--- config.mk ---
export PLATFORM = sky130hd
export DESIGN_NAME = cache_control_nway
export DESIGN_NICKNAME = d
export VERILOG_FILES = /design/src/rtl/cache_ctrl_pkg.sv /design/src/rtl/cache_control_nway_plru_tree.sv /design/src/rtl/cache_control_nway.sv
export SDC_FILE = /design/constraint.sdc
export NUM_CORES = 1
export LEC_CHECK = 0
export BUFFER_PORTS_ARGS = -buffer_cell sky130_fd_sc_hd__buf_2
export CORE_ASPECT_RATIO = 1.4
export CORE_MARGIN = 2
export CORE_UTILIZATION = 30
export DETAILED_ROUTE_END_ITERATION = 12
export PLACE_DENSITY = 0.52
export SETUP_SLACK_MARGIN = 0.05
export SLEW_MARGIN = 20
export SYNTH_ARGS = -nofsm -noshare
export SYNTH_HDL_FRONTEND = slang
export SYNTH_SLANG_ARGS = --single-unit
--- constraint.sdc ---
create_clock -name clk -period 4.88 [get_ports clk]
set_input_delay 0.488 -clock clk [delete_from_list [all_inputs] [get_ports clk]]
set_output_delay 0.488 -clock clk [all_outputs]
set_load 0.01 [all_outputs]
--- src/rtl/cache_ctrl_pkg.sv ---
// Shared encodings for the N-way cache controller: FSM state codes, data-load
// select codes and the way-index width helper.
package cache_ctrl_pkg;

    typedef logic [1:0] state_t;

    localparam state_t ST_IDLE      = 2'd0;
    localparam state_t ST_WRITEBACK = 2'd1;
    localparam state_t ST_FILL      = 2'd2;
    localparam state_t ST_WT_WRITE  = 2'd3;

    localparam logic [1:0] LDS_NONE = 2'b00;
    localparam logic [1:0] LDS_PEND = 2'b01;
    localparam logic [1:0] LDS_CPU  = 2'b10;
    localparam logic [1:0] LDS_PMEM = 2'b11;

    function automatic int way_width(input int ways);
        return (ways > 1) ? $clog2(ways) : 1;
    endfunction

endpackage

--- src/rtl/cache_control_nway_plru_tree.sv ---
// Tree pseudo-LRU: heap-ordered node bits (children 2i+1 / 2i+2, bit 0 = left).
// Produces the victim way and the tree after an access to access_way.
module plru_tree
    import cache_ctrl_pkg::*;
#(
    parameter int NUM_WAYS = 4,
    localparam int WAY_W   = way_width(NUM_WAYS)
) (
    input  logic [NUM_WAYS-2:0] plru_bits,
    input  logic [WAY_W-1:0]    access_way,
    output logic [WAY_W-1:0]    victim,
    output logic [NUM_WAYS-2:0] plru_next
);

    logic [WAY_W-1:0] vnode;
    logic             vbit;
    logic [WAY_W-1:0] unode;
    logic             ubit;

    always_comb begin
        victim = '0;
        vnode  = '0;
        vbit   = 1'b0;
        for (int l = 0; l < WAY_W; l++) begin
            vbit                 = plru_bits[vnode];
            victim[WAY_W-1-l]    = vbit;
            vnode                = (vnode << 1) + WAY_W'(1) + WAY_W'(vbit);
        end
    end

    // Each node on the accessed way's path is turned to point at the other subtree.
    always_comb begin
        plru_next = plru_bits;
        unode     = '0;
        ubit      = 1'b0;
        for (int l = 0; l < WAY_W; l++) begin
            ubit             = access_way[WAY_W-1-l];
            plru_next[unode] = ~ubit;
            unode            = (unode << 1) + WAY_W'(1) + WAY_W'(ubit);
        end
    end

endmodule

--- src/rtl/cache_control_nway.sv ---
// N-way set-associative cache controller: hit/miss sequencing, victim choice,
// write-back or write-through policy and saturating hit/miss counters.
//
// state        | meaning
// ST_IDLE      | serve hits, detect misses, choose victim
// ST_WRITEBACK | write dirty victim line to pmem
// ST_FILL      | read missing line from pmem into victim way
// ST_WT_WRITE  | write-through of a CPU write hit to pmem
module cache_control_nway
    import cache_ctrl_pkg::*;
#(
    parameter int NUM_WAYS   = 4,
    parameter bit WRITE_BACK = 1'b1,
    parameter int CNT_W      = 32,
    localparam int WAY_W     = way_width(NUM_WAYS)
) (
    input  logic                clk,
    input  logic                rst_n,
    input  logic                mem_read,
    input  logic                mem_write,
    output logic                mem_resp,
    input  logic [NUM_WAYS-1:0] hit_way,
    input  logic [NUM_WAYS-1:0] valid_way,
    input  logic [NUM_WAYS-1:0] dirty_way,
    input  logic [NUM_WAYS-2:0] plru_bits,
    output logic [NUM_WAYS-2:0] plru_next,
    output logic                plru_we,
    output logic [WAY_W-1:0]    way_sel,
    output logic                load_tag,
    output logic                set_valid,
    output logic                set_dirty,
    output logic                clr_dirty,
    output logic [1:0]          load_data_select,
    output logic                data_write_select,
    output logic                pmem_addr_select,
    output logic                pmem_read,
    output logic                pmem_write,
    input  logic                pmem_resp,
    output logic                if_miss,
    output logic [CNT_W-1:0]    hit_count,
    output logic [CNT_W-1:0]    miss_count
);

    state_t           state, state_nxt;
    logic [WAY_W-1:0] victim_q, latch_val;
    logic             latch_way, miss_start;
    logic             req, hit_any, has_free, victim_dirty;
    logic [WAY_W-1:0] hit_idx, free_idx, plru_victim, victim;

    assign req     = mem_read | mem_write;
    assign hit_any = |hit_way;

    always_comb begin
        hit_idx = '0;
        for (int i = 0; i < NUM_WAYS; i++)
            if (hit_way[i]) hit_idx = WAY_W'(i);
    end

    always_comb begin
        free_idx = '0;
        has_free = 1'b0;
        for (int i = NUM_WAYS - 1; i >= 0; i--)
            if (!valid_way[i]) begin
                free_idx = WAY_W'(i);
                has_free = 1'b1;
            end
    end

    assign victim       = has_free ? free_idx : plru_victim;
    assign victim_dirty = valid_way[victim] & dirty_way[victim];
    assign way_sel      = (state == ST_IDLE) ? hit_idx : victim_q;
    assign if_miss      = (state == ST_WRITEBACK) || (state == ST_FILL);

    plru_tree #(.NUM_WAYS(NUM_WAYS)) u_plru (
        .plru_bits  (plru_bits),
        .access_way (way_sel),
        .victim     (plru_victim),
        .plru_next  (plru_next)
    );

    always_comb begin
        state_nxt         = state;
        mem_resp          = 1'b0;
        plru_we           = 1'b0;
        load_tag          = 1'b0;
        set_valid         = 1'b0;
        set_dirty         = 1'b0;
        clr_dirty         = 1'b0;
        load_data_select  = LDS_NONE;
        data_write_select = 1'b0;
        pmem_addr_select  = 1'b0;
        pmem_read         = 1'b0;
        pmem_write        = 1'b0;
        miss_start        = 1'b0;
        latch_way         = 1'b0;
        latch_val         = victim;
        case (state)
            ST_IDLE: begin
                // rst_n gate keeps every strobe quiet while reset is asserted
                if (req && rst_n) begin
                    if (hit_any) begin
                        if (!mem_write) begin
                            mem_resp = 1'b1;
                            plru_we  = 1'b1;
                        end else if (WRITE_BACK) begin
                            mem_resp         = 1'b1;
                            plru_we          = 1'b1;
                            load_data_select = LDS_CPU;
                            set_dirty        = 1'b1;
                        end else begin
                            // hit way is held so the WT data write targets it
                            state_nxt = ST_WT_WRITE;
                            latch_way = 1'b1;
                            latch_val = hit_idx;
                        end
                    end else begin
                        miss_start = 1'b1;
                        latch_way  = 1'b1;
                        state_nxt  = (WRITE_BACK && victim_dirty) ? ST_WRITEBACK : ST_FILL;
                    end
                end
            end
            ST_WRITEBACK: begin
                pmem_write       = 1'b1;
                pmem_addr_select = 1'b1;
                clr_dirty        = 1'b1;
                if (pmem_resp) state_nxt = ST_FILL;
            end
            ST_FILL: begin
                pmem_read         = 1'b1;
                data_write_select = 1'b1;
                set_valid         = 1'b1;
                load_data_select  = LDS_PEND;
                if (pmem_resp) begin
                    load_data_select = LDS_PMEM;
                    load_tag         = 1'b1;
                    plru_we          = 1'b1;
                    state_nxt        = ST_IDLE;
                end
            end
            ST_WT_WRITE: begin
                pmem_write = 1'b1;
                if (pmem_resp) begin
                    load_data_select = LDS_CPU;
                    mem_resp         = 1'b1;
                    plru_we          = 1'b1;
                    state_nxt        = ST_IDLE;
                end
            end
            default: state_nxt = ST_IDLE;
        endcase
    end

    always_ff @(posedge clk or negedge rst_n) begin
        if (!rst_n) begin
            state      <= ST_IDLE;
            victim_q   <= '0;
            hit_count  <= '0;
            miss_count <= '0;
        end else begin
            state <= state_nxt;
            if (latch_way) victim_q <= latch_val;
            if (mem_resp && (hit_count != '1)) hit_count <= hit_count + CNT_W'(1);
            if (miss_start && (miss_count != '1)) miss_count <= miss_count + CNT_W'(1);
        end
    end

endmodule

Word-level counts from Yosys, hierarchy flattened
Cells that the tools add are included.

Equality and inequality tests: 9. Bitwise gates (word level): 4. Reduce and logical (&&, ||, !) cells: 10. Muxes and demuxes: 50. Magnitude comparators: 4. Add/subtract/negate cells: 4.

Operators by type and width (number): adder 32 x 1 -> 32 bit, second input constant (2); inequality test 32 bit, second input constant (2); 2-to-1 mux 2 bit (18); 2-to-1 mux 1 bit (23); case mux 2 bit (3 select lines) (2); less-than comparator 2 x 3 -> 1 bit, second input constant (3); binary-select mux 1 bit (select 2 bit) (3); adder 1 x 1 -> 2 bit, first input constant (2); equality test 2 bit, second input constant (2); logical AND 1 bit (4); inequality test 2 x 1 -> 1 bit, second input constant (2); inequality test 2 bit, second input constant (2); case mux 1 bit (2 select lines) (2); AND reduction 4 bit (1); OR reduction 2 bit (2); OR reduction 4 bit (1); bitwise mux 3 bit (1); demux 1 bit (select 2 bit) (1); equality test 2 x 1 -> 1 bit, second input constant (1); greater-or-equal comparator 2 x 1 -> 1 bit, second input constant (1); zero test 2 bit (1); inverter 1 bit (2); AND 1 bit (1); logical OR 1 bit (1); bitwise OR 1 bit (1).

Word-level logic and storage cells: 85. Bits of input ports: 20. Output and inout port bits: 82. Register bits after elaboration: 68.

Longest topological paths before layout
Depth after elaboration: 12. Gate-level depth with buffers: 8. Mapped depth without buffers: 7.

Modules after synthesis
A second synthesis with hierarchy kept.

Cell total of the unflattened synthesis: 373. Area, all modules: 3662.3 µm².

Modules (own cells, without submodules): cache_control_nway (seq. area each 1701.6 µm², area each 3608.5 µm², times used 1, cells an instance 365); plru_tree (seq. area each 0.0 µm², area each 53.8 µm², times used 1, cells an instance 8).

Worst setup path before layout
OpenSTA, ideal clock, no wires.

Path type: reg2reg. Start: register state[0]. End: register hit_count[1]. Data required time: 4755 ps. Path buffers: 0. Arrival: 2203 ps. Path slack: 2552 ps. Setup time: 125 ps. Clock period less this slack: 2328 ps. Stages on the path, launching flop included: 8. Cell sequence: dfrtp_1 > inv_1 > ha_1 > o211ai_1 > o21ai_0 > nor2b_1 > nor2b_2 > mux2_4.

Longest elaborated chain between the ends: 3. Elaborated cells between the ends (all ways): 4. Those cells by class: eq/ne: 1; mux: 1; reduce/logical: 2.

Ends and longest elaborated chain: start, declared (RTL line cache_control_nway.sv:44) `state_t state, state_nxt;`; start signal, assigned (RTL line cache_control_nway.sv:161) `state <= state_nxt;`; equality test 2 bit or zero test 2 bit (tied branches) (RTL line cache_control_nway.sv:97) `case (state)`; case mux 1 bit (2 select lines) (*) (RTL line cache_control_nway.sv:97); via mem_resp (RTL line cache_control_nway.sv:21) `output logic mem_resp,`; logical AND 1 bit (*) (RTL line cache_control_nway.sv:163) `if (mem_resp && (hit_count != '1)) hit_count <= hit_count + CNT_W'(1);`; end signal, assigned (RTL line cache_control_nway.sv:163); end, declared (RTL line cache_control_nway.sv:40) `output logic [CNT_W-1:0] hit_count,`.

The timed path passes the listed nets; every way through them passes the cells marked *. A chain may end at the register's enable or synchronous reset.

Final worst setup path
Start: register state[0]. End: output mem_resp.

Longest elaborated chain between the ends: 2. Elaborated cells between the ends (all ways): 3. Those cells by class: eq/ne: 1; mux: 1; reduce/logical: 1.

Ends and longest elaborated chain (RTL line): equality test 2 bit or zero test 2 bit (tied branches) (cache_control_nway.sv:97); case mux 1 bit (2 select lines) (*) (cache_control_nway.sv:97); end, declared (cache_control_nway.sv:21).

Mark *: on every way between the ends. The rest lies on a longest branch, timed or not.

==> impl_metrics.toml <==
[status]
status = "finished, final reports clean"

[route]
wl_um = 8908
postRouteAntennaNets = 0
wl_met2_um = 4548
via_per_inst = 4.974
vias = 3039
met3_length_um = 370
drc = 0
dr.first_iter.drc_count = 131
routedWlPerCell_um = 14.58
top_layer = "met4"
wl_met1_um = 3870
drt_first_pass_iters = 4

[synth]
synth_area_um2 = 3578
synth_top_family_by_area = "simple AND/OR/NAND/NOR gates"
yosys.area_share.adder_pct = 2.797
synth_xor_area_share_pct = 14.20
ys_seq_area_share_pct = 47.55
synthMuxAreaShare_pct = 2.273
synth_edf_count = 0
syn-num-nets = 384
synth-compound-area-share_pct = 5.629
avgSynthCellArea_um2 = 10.05
yosysWarnings = 0
ys_seq_elements = 68
postSynthCellCount = 356
ys_types = 48
synth-simple-area-share_pct = 24.44
synth-main-ff-cell = "dfrtp_1"
async_flop_share_pct = 100.0

[cts]
cts_resized = 0
clk_latency_ps = 320
cts.clk_slew.worst_paths_ps = 50
cts_sinks = 68
post_cts_buffers = 0
cts-htree-levels = 3
cts_root_buffer = "clkbuf_16"
numCtsBuffers = 9
cts_hold_buf = 0
cts_tree = "built"
clockBufferDepth = 2

[min_path]
min_path_type = "in -> async"

[placed_design]
post-dp-hpwl_um = 6590
port_buffers = 101
dp_slack_ps = 1978
gp_congestion = 0.8272
dpl_cell_area_um2 = 4228

[finish]
drive_above_1_share_pct = 28.45
diodes = 0
fin_nets = 489
layout_commonest_cell = "buf_2"
mostFrequentLayoutCells = "buf_2, dfrtp_1, nand2_1, xor2_1, nor3_1"
area_delta_synth_final_pct = 26.29
fin_area_um2 = 4519

[worst_setup_path]
timing.rr.end = "hit_count[9]"
r2r_slack_ps = 2160
reg2reg_depth = 7
reg2reg_from = "state[0]"
worstPathArrival_ps = 2500
cp_max_fo = 6
start_kind = "register"
worstPathRequired_ps = 4390
critPathKind = "reg -> out"
worstSetupEndpointType = "output port"

[global_route]
grt.total_usage_pct = 14.62
grt_overflow = 0
grt_pass1_vias = 2915
grt_pass1_wl_um = 14860
grt_max_degree = 52
antenna_found_initial = 0

[job]
drv_cap = 0

[floorplanning]
die_area_um2 = 12830
initial_core_util_pct = 30.43
die_w_um = 96.31
fp.dieH_um = 133.2
fp.coreArea_um2 = 11760
row_count = 47
io_pins = 102

[power_and_ir_drop]
p_per_area_nw_per_um2 = 361.7
power_leakage_nw = 2.391
ir_drop_v = 0.0001881

[timing]
fin_ws_ps = 1890
slew_viol_final = 0
hold_viol = 0
grt_setup_unrepaired = "no"
finalCritPeriodShare_pct = 61.28
max_freq_mhz = 334.4
worst_pin_slew_ps = 743.8
worst_clock_skew_ps = 5.599
fin_crit_ps = 2991
finalSetupTns_ps = 0
finalSetupViolations = 0
relSlewSlack_pct = 49.13
[cell type report]
class | count | area, um^2
Clock buffer | 12 | 256.5
Clock inverter | 2 | 35.03
Fill cell | 1230 | 7242
Inverter | 15 | 56.30
Multi-Input combinational cell | 264 | 1765
Sequential cell | 68 | 1702
Tap cell | 147 | 183.9
Timing Repair Buffer | 103 | 520.5
[kinds of logic after synthesis]
family	after synthesis
AOI/OAI and AO/OA	29
and+or+nand+nor	162
muxes	7
xor gates and xnor gates	58
adders and majority gates	8
buffers and inverters	24
DFF	68
[critical path, cell delays in order, from the launching register on]
cell	delay [ps]
dfrtp_1	410
inv_1	130
ha_1	280
o211ai_1	220
o21ai_0	500
nor2b_1	420
buf_2	210
[flip-flops by register name, indices dropped and copies added, names as in the netlist]
signal	cells
hit_count	32
miss_count	32
state	2
victim_q	2
[where the power goes]
| group | internal, mW | switching [mW] |
|---|---|---|
| clock | 0.417 | 0.227 |
| sequential | 0.601 | 0.0485 |
| combinational | 0.150 | 0.190 |
| total | 1.17 | 0.466 |
[worst max path at each step]
| stage | startpoint | to | cells past startpoint |
|---|---|---|---|
| after floorplan | state[0] | hit_count[1] | 7 |
| final | state[0] | mem_resp | 6 |
| after detailed placement | rst_n | hit_count[15] | 6 |
| after global placement | rst_n | hit_count[9] | 6 |
| after global routing | state[0] | mem_resp | 6 |
| after CTS | state[0] | mem_resp | 6 |
[metal layers]
| layer | GRT usage (%) | vias to the layer above |
|---|---|---|
| met4 | 4.773 | 0 |
| met3 | 3.224 | 14 |
| met2 | 23.92 | 70 |
| met5 | 0 | - |
| li1 | - | 1462 |
| met1 | 19.02 | 1493 |
[synth_stat cells (2+ instances only)]
library cell / number / area, um^2
or4_1: 2 / 15.01
a21boi_0: 3 / 22.52
nor3b_1: 3 / 22.52
a21oi_1: 5 / 25.02
mux2_2: 5 / 56.30
inv_1: 15 / 56.30
and4_1: 3 / 26.28
a31oi_1: 4 / 25.02
ha_1: 8 / 100.1
nor4_1: 8 / 50.05
nor2_1: 19 / 71.32
buf_4: 3 / 22.52
or2_2: 3 / 18.77
nand2_1: 37 / 138.9
o21ai_0: 7 / 35.03
nor2b_1: 2 / 12.51
xor2_1: 37 / 324.1
nand3_1: 19 / 95.09
xnor2_1: 21 / 183.9
nand2b_1: 2 / 12.51
buf_2: 2 / 10.01
and3_1: 9 / 56.30
and2_1: 2 / 12.51
nand4_1: 20 / 125.1
dfrtp_1: 68 / 1702
o211ai_1: 2 / 15.01
clkbuf_1: 3 / 11.26
nor3_1: 24 / 120.1
[stage by stage]
stage                     util, %  cells  hold slack (ps)  total power [mW]
after floorplan                 -    356            192.4            0.8681
after global placement      35.95    597            473.1             1.002
after detailed placement    35.95    597            471.2             1.007
after CTS                   38.43    611            118.0             1.660
after global routing        38.43    611            141.2             1.726
final                       38.43    611            115.5             1.635
Power figures use the tool's default switching activity.
